File: src/rtl/adder_4bit_rca_if.sv
// rtl/adder_4bit_rca_if.sv - operand/result bundle for the registered ripple-carry adder
// Defining ADDER_OVERFLOW_EN adds the registered signed-overflow flag.
interface adder_4bit_rca_if #(
  parameter int WIDTH = 4
);
  logic [WIDTH-1:0] a;
  logic [WIDTH-1:0] b;
  logic             cin;
  logic             in_valid;
  logic [WIDTH-1:0] sum;
  logic             cout;
  logic             out_valid;
`ifdef ADDER_OVERFLOW_EN
  logic             overflow;
`endif

  modport master (
    output a, b, cin, in_valid,
`ifdef ADDER_OVERFLOW_EN
    input  overflow,
`endif
    input  sum, cout, out_valid
  );

  modport slave (
    input  a, b, cin, in_valid,
`ifdef ADDER_OVERFLOW_EN
    output overflow,
`endif
    output sum, cout, out_valid
  );
endinterface

File: src/rtl/adder_4bit_rca.sv
// rtl/adder_4bit_rca.sv - registered 4-bit ripple-carry adder built from full-adder cells
// Defining ADDER_OVERFLOW_EN adds a registered two's-complement overflow output.
module adder_4bit_rca_fa (
  input  logic a,
  input  logic b,
  input  logic c,
  output logic s,
  output logic co
);
  logic p;

  assign p  = a ^ b;
  assign s  = p ^ c;
  assign co = (a & b) | (c & p);
endmodule

module adder_4bit_rca #(
  parameter int WIDTH = 4
) (
  input  logic                clk,
  input  logic                rst,
  adder_4bit_rca_if.slave     bus
);
  logic [WIDTH:0]   c;
  logic [WIDTH-1:0] s;

  logic [WIDTH-1:0] sum_d, sum_q;
  logic             cout_d, cout_q;
  logic             out_valid_d, out_valid_q;

  // Carry enters at bit 0 and ripples upward; c[WIDTH] is the carry out.
  assign c[0] = bus.cin;

  for (genvar i = 0; i < WIDTH; i++) begin : g_stage
    adder_4bit_rca_fa u_fa (
      .a  (bus.a[i]),
      .b  (bus.b[i]),
      .c  (c[i]),
      .s  (s[i]),
      .co (c[i+1])
    );
  end

  always_comb begin
    sum_d       = sum_q;
    cout_d      = cout_q;
    out_valid_d = bus.in_valid;
    if (bus.in_valid) begin
      sum_d  = s;
      cout_d = c[WIDTH];
    end
  end

  always_ff @(posedge clk or posedge rst) begin
    if (rst) begin
      sum_q       <= '0;
      cout_q      <= 1'b0;
      out_valid_q <= 1'b0;
    end else begin
      sum_q       <= sum_d;
      cout_q      <= cout_d;
      out_valid_q <= out_valid_d;
    end
  end

  assign bus.sum       = sum_q;
  assign bus.cout      = cout_q;
  assign bus.out_valid = out_valid_q;

`ifdef ADDER_OVERFLOW_EN
  logic overflow_d, overflow_q;

  // Signed overflow: carry into the sign bit differs from carry out of it.
  always_comb begin
    overflow_d = overflow_q;
    if (bus.in_valid) begin
      overflow_d = c[WIDTH-1] ^ c[WIDTH];
    end
  end

  always_ff @(posedge clk or posedge rst) begin
    if (rst) begin
      overflow_q <= 1'b0;
    end else begin
      overflow_q <= overflow_d;
    end
  end

  assign bus.overflow = overflow_q;
`endif
endmodule

File: src/flat_wrapper.sv
// flat-port wrapper written by rule: the top's interface ports become plain ports
module adder_4bit_rca_flat 
#(
  parameter int WIDTH = 4
)
  (clk, rst, bus_a, bus_b, bus_cin, bus_in_valid, bus_sum, bus_cout, bus_out_valid);
  adder_4bit_rca_if #(.WIDTH(WIDTH)) bus_i ();
  input  logic clk;
  input  logic rst;
  input wire logic [$bits(bus_i.a)-1:0] bus_a;
  input wire logic [$bits(bus_i.b)-1:0] bus_b;
  input wire logic [$bits(bus_i.cin)-1:0] bus_cin;
  input wire logic [$bits(bus_i.in_valid)-1:0] bus_in_valid;
  output wire logic [$bits(bus_i.sum)-1:0] bus_sum;
  output wire logic [$bits(bus_i.cout)-1:0] bus_cout;
  output wire logic [$bits(bus_i.out_valid)-1:0] bus_out_valid;
  assign bus_i.a = bus_a;
  assign bus_i.b = bus_b;
  assign bus_i.cin = bus_cin;
  assign bus_i.in_valid = bus_in_valid;
  assign bus_sum = bus_i.sum;
  assign bus_cout = bus_i.cout;
  assign bus_out_valid = bus_i.out_valid;
  adder_4bit_rca #(.WIDTH(WIDTH)) u_core (.clk(clk), .rst(rst), .bus(bus_i));
endmodule
File: config.mk
export PLATFORM = sky130hd
export DESIGN_NAME = adder_4bit_rca_flat
export DESIGN_NICKNAME = d
export VERILOG_FILES = /design/src/rtl/adder_4bit_rca_if.sv /design/src/rtl/adder_4bit_rca.sv /design/src/flat_wrapper.sv
export SDC_FILE = /design/constraint.sdc
export NUM_CORES = 1
export LEC_CHECK = 0
export ABC_AREA = 1
export CAP_MARGIN = 10
export CORE_AREA = 5 5 42 44
export CTS_BUF_LIST = sky130_fd_sc_hd__clkbuf_8
export DETAILED_ROUTE_END_ITERATION = 8
export DIE_AREA = 0 0 47 49
export HOLD_SLACK_MARGIN = 0.02
export PLACE_DENSITY_LB_ADDON = 0.25
export SKIP_LAST_GASP = 1
export SLEW_MARGIN = 20
export SYNTH_ARGS = -nofsm -noshare
export SYNTH_HDL_FRONTEND = slang
export SYNTH_SLANG_ARGS = --single-unit
export TNS_END_PERCENT = 10
File: constraint.sdc
create_clock -name clk -period 1 [get_ports clk]
set_input_delay 0.25 -clock clk [delete_from_list [all_inputs] [get_ports clk]]
set_output_delay 0.25 -clock clk [all_outputs]
set_load 0.03 [all_outputs]
# Word level (Yosys, flattened, before mapping)
# Index checks and enable logic that the tools add are counted.
[classes]
add_sub_neg = 0
mul = 0
div = 0
magnitude_cmp = 0
eq_ne = 0
shift = 0
muxes = 0
bitwise = 20
reduce_logical = 0
[op_table]
columns = ["operator", "count"]
rows = [
  ["1-bit AND", 8],
  ["1-bit XOR", 8],
  ["1-bit OR", 4],
]
[totals]
regBits = 6
latchBits = 0
ram_bits = 0
romBits = 0
in_bits = 12
word_cells = 23
n_memories = 0

# Depth between registers and ports, before layout
# Gate-level depths: netlist of the first run.
[depth]
word_depth = 9
ltp_mapped = 10
ltp_nobuf = 10

# Cells and area by module
# From an unflattened synthesis of the first run, not the netlist that was laid out.
[unflattened]
cells_unflattened = 27
hier_area_um2 = 294.0
[by_module_without_submodules]
columns = ["module", "instances", "cells_per_inst", "area_each_um2", "seq_area_each_um2"]
rows = [
  ["adder_4bit_rca", 1, 23, 214.0, 150.1],
  ["adder_4bit_rca_fa", 4, 1, 20.0, 0.0],
]

# Worst setup path before layout of the first run
# No wires, ideal clock.
[synth_path]
path_type = "input port to flip-flop"
startpoint = "input bus_cin"
endpoint = "register u_core.sum_q[3], in the netlist u_core.bus.sum[3]"
setup_time_ps = 65
t_arrival_ps = 1832
t_required_ps = 935
path_slack_ps = -897
cell_stages = 10
cell_sequence = "inv_1 fa_1 inv_1 fa_1 fa_1 inv_1 fa_1 inv_1 nand2_1 nand2_1"
[synth_via]
elab_chain_cells = 7
[synth_rtl]
columns = ["item", "line", "text"]
rows = [
  ["start: declaration", "flat_wrapper.sv:12", "input wire logic [$bits(bus_i.cin)-1:0] bus_cin;"],
  ["1-bit AND", "adder_4bit_rca.sv:14", "assign co = (a & b) | (c & p);"],
  ["1-bit OR", "adder_4bit_rca.sv:14", ""],
  ["1-bit AND", "adder_4bit_rca.sv:14", ""],
  ["1-bit OR", "adder_4bit_rca.sv:14", ""],
  ["1-bit AND", "adder_4bit_rca.sv:14", ""],
  ["1-bit OR", "adder_4bit_rca.sv:14", ""],
  ["1-bit XOR", "adder_4bit_rca.sv:13", "assign s = p ^ c;"],
  ["end signal: assignment", "adder_4bit_rca.sv:60", "sum_q <= sum_d;"],
  ["end: declaration", "adder_4bit_rca.sv:27", "logic [WIDTH-1:0] sum_d, sum_q;"],
]
# Every way passes these cells.
# A chain may end at the register's enable or synchronous reset.

# Worst setup path in the final report of the first run
# Same ends and word-level chain as after synthesis.

==> results of run 1 <==
[cell type report]
class                           count  area share, %
Tap cell                           16           3.47
Multi-Input combinational cell     19           24.9
Timing Repair Buffer               19           29.7
Clock buffer                        3           7.16
Sequential cell                     6           26.0
Inverter                           12           8.68
[repair_timing]
item	in CTS	in global routing
cloned	0	0
endpoints found under the setup margin	10	9
hold endpoints to repair	0	0
gates resized for setup	21	1
pin swaps	5	5
[synthesized netlist by cell type]
master / number / area (um^2)
sky130_fd_sc_hd__inv_2: 1 / 3.75
sky130_fd_sc_hd__inv_1: 11 / 41.3
sky130_fd_sc_hd__dfrtp_1: 6 / 150
sky130_fd_sc_hd__nand2_1: 15 / 56.3
sky130_fd_sc_hd__fa_1: 4 / 80.1
[power groups by stage]
stage	Sequential (mW)	Clock, mW	Combinational, mW
after floorplan	0.370	0	0.0718
after global placement	0.300	0	0.269
after detailed placement	0.300	0	0.273
after CTS	0.298	0.363	0.279
after global routing	0.301	0.381	0.297
final	0.297	0.351	0.273
[per-stage QoR]
stage	area (um^2)	util [%]	power, mW
6_report	577	41.2	0.920
5_1_grt	577	41.2	0.979
4_1_cts	574	41.0	0.940
3_5_place_dp	527	37.6	0.573
3_3_place_gp	527	37.6	0.569
2_1_floorplan	337	-	0.441
[routing by layer]
metal	share of wire (%)	global-route usage, %
met5	0	0
met4	0	5.53
met3	16	3.32
met2	44	8.82
met1	40	6.50
[kinds of logic (layout without fill, tap and decap cells)]
logic type	count (synthesis)	in the layout	synth area share, %
flops	6	6	45.3
simple gates	15	15	17.0
fa+ha+maj	4	4	24.2
buf+inv	12	34	13.6
[flip-flops by register name (all words and copies together), names as in the netlist]
signal                flops
u_core.bus.sum            4
u_core.bus.cout           1
u_core.bus.out_valid      1
[how the worst max path moves through the flow]
stage / slack, ns / endpoint / startpoint
after global routing: -0.80 / u_core.bus.sum[3]$_DFFE_PP0P_ / bus_cin
after global placement: -1.37 / u_core.bus.sum[3]$_DFFE_PP0P_ / bus_cin
after floorplan: -0.85 / u_core.bus.sum[3]$_DFFE_PP0P_ / bus_cin
after CTS: -0.81 / u_core.bus.sum[3]$_DFFE_PP0P_ / bus_a[0]
final: -0.74 / u_core.bus.sum[3]$_DFFE_PP0P_ / bus_cin
after detailed placement: -1.39 / u_core.bus.sum[3]$_DFFE_PP0P_ / bus_cin
==> flow_summary_export.csv, run 1 <==
group,metric,value,unit
logic_synthesis,synth.avg_cell_area,8.96,um^2
power,p_sw_share,28.4,%
sta,finalClockSkew,0,ns
setup_path,setup.worst_path.start_class,"input pin",
grt,groute.usage.overall,6.31,%
routing,detailedRoute.firstPassIterationCount,2,
setup_path,critical_path_arrival,1.90,ns
sta,report.final.hold_viol_count,0,
sta,max_clock_freq,0.574,GHz
setup_path,delay_heaviest_family_cp,"adder cells",
layout,most-common-layout-cells,"sky130_fd_sc_hd__nand2_1, sky130_fd_sc_hd__buf_4, sky130_fd_sc_hd__inv_1, sky130_fd_sc_hd__clkdlybuf4s50_1, sky130_fd_sc_hd__dfrtp_1",
cts,hold_buffers,0,
logic_synthesis,synth_nets,53,
setup_path,reg2regPathDepth,2,
grt,gr-total-overflow,0,
sta,worst_slack,-0.743,ns
logic_synthesis,syn-instance-count,37,
grt,first_global_vias,276,
setup_path,timing.critical_path.slowest_stage_cell,"sky130_fd_sc_hd__fa_1",
cts,path_clk_slew,0.04,ns
setup_path,reg2reg_slack,0.41,ns
setup_path,cp.required,1.15,ns
die,initial_utilization,23.7,%
routing,drt-vias-per-instance,3.72,
die,std_cell_rows,14,
logic_synthesis,synth-seq-cells,6,
cts,tritoncts_num_sinks,6,
cts,cts.root.buffer_cell,"sky130_fd_sc_hd__clkbuf_8",
setup_path,crit_fanout,1,
setup_path,regToRegStartpoint,"u_core.bus.sum[1]$_DFFE_PP0P_",
placed_design,dpl.hpwl,575,um
setup_path,crit_path_end_kind,"flop",
layout,post_layout_nonfiller_instances,75,
cts,clock_insertion_delay_worst_skew,0.21,ns
power,power.sequential.fraction,32.3,%
sta,hold-worst-slack,0.252,ns
setup_path,max_stage_delay,0.39,ns
cts,cts-buffers-inserted,3,
power,p_switching,261,uW
routing,routed_wl,646,um
sta,timing.slew.headroom,84.7,%
cts,post_cts_buffers,0,
setup_path,timing.critical_path.cells,"buf_6, inv_4, fa_2, inv_2, fa_2, fa_2, inv_2, fa_1, inv_1, nand2_1, nand2_1",
power,power.internal,659,uW
min_path,holdCritPathClass,"in -> async",
grt,grt_start_max_net_pins,7,
sta,worstMarginPinSlew,0.230,ns
routing,via_count,279,
layout,layout_commonest_cell,"sky130_fd_sc_hd__nand2_1",
logic_synthesis,synth_sequential_area_ratio,45.3,%
layout,final_nets,77,
die,total_die_area,2300,um^2
status,status,"complete, but fails checks",
die,die_height,49,um
routing,wire_per_inst,8.61,um
cts,cts_tree,"yes",
setup_path,crit_type,"in -> reg",
routing,antenna_violating_nets_post_route,0,
grt,global_route_wire_length_before_repair,986,um
logic_synthesis,netlist_area_before_placement,332,um^2
placed_design,gp_congestion,0.613,
layout,syn_to_final_growth,74.0,%
power,p_leak,0.313,nW
sta,final_min_period_over_clock_period,174,%
die,floorplan.core_area,1400,um^2
layout,seq_area,150,um^2
status,failed_checks,"setup timing",
placed_design,post-place-ws,-1.39,ns
die,ioPinCount,18,
logic_synthesis,ys_warn_count,0,
setup_path,cp_num_buf_inv,5,
sta,slew_viols_final,0,
routing,route.detailed.drc,0,
sta,setup_viol,8,
layout,n_fill_cell,155,
cts,clock_path_buffers,2,
power,power_per_cell_area,1600,nW/um^2
routing,first_iter_violations,5,
setup_path,reg_to_reg_end,"u_core.bus.sum[1]$_DFFE_PP0P_",
power,worst_voltage_drop_across_the_vdd_grid,0.000466,V
layout,final_layout_size_suffix_gt1_share,39.0,%
sta,grt_setup_unrepaired,"yes",
setup_path,path_depth,11,
layout,multi_input_area,144,um^2
job,max_cap_viol_count,0,
sta,setup-tns-final,-1.94,ns
die,dieWidth,47,um
placed_design,placed_cells_incl_taps,72,
grt,grt_antenna_before_repair,0,
layout,insertedDiodeCount,0,
setup_path,timing.critical_path.mode_cell,"sky130_fd_sc_hd__fa_2",
power,p_clk_share,38.1,%
sta,finalCriticalPeriod,1.74,ns
cts,htreeDepth,1,
placed_design,port_buffers,17,
logic_synthesis,post_synth_cell_types,5,
power,power_frac_comb,29.6,%
No activity file was read; power rests on OpenSTA's default activity.
==> run 2: changes to the inputs <==
==> constraint.sdc (replaced) <==
create_clock -name clk -period 1 [get_ports clk]
set_input_delay 0.2 -clock clk [delete_from_list [all_inputs] [get_ports clk]]
set_output_delay 0.2 -clock clk [all_outputs]
set_load 0.03 [all_outputs]
==> results of run 2 <==
Same layout as run 1 (identical final DEF). Status: complete, but fails checks: setup timing.
Among the figures that moved: setup slack after placement -1.39 ns -> -1.34 ns; setup slack after layout -0.743 ns -> -0.693 ns; setup TNS -1.94 ns -> -1.72 ns; hold slack 0.252 ns -> 0.202 ns; number of setup violations in the final report 8 -> 4
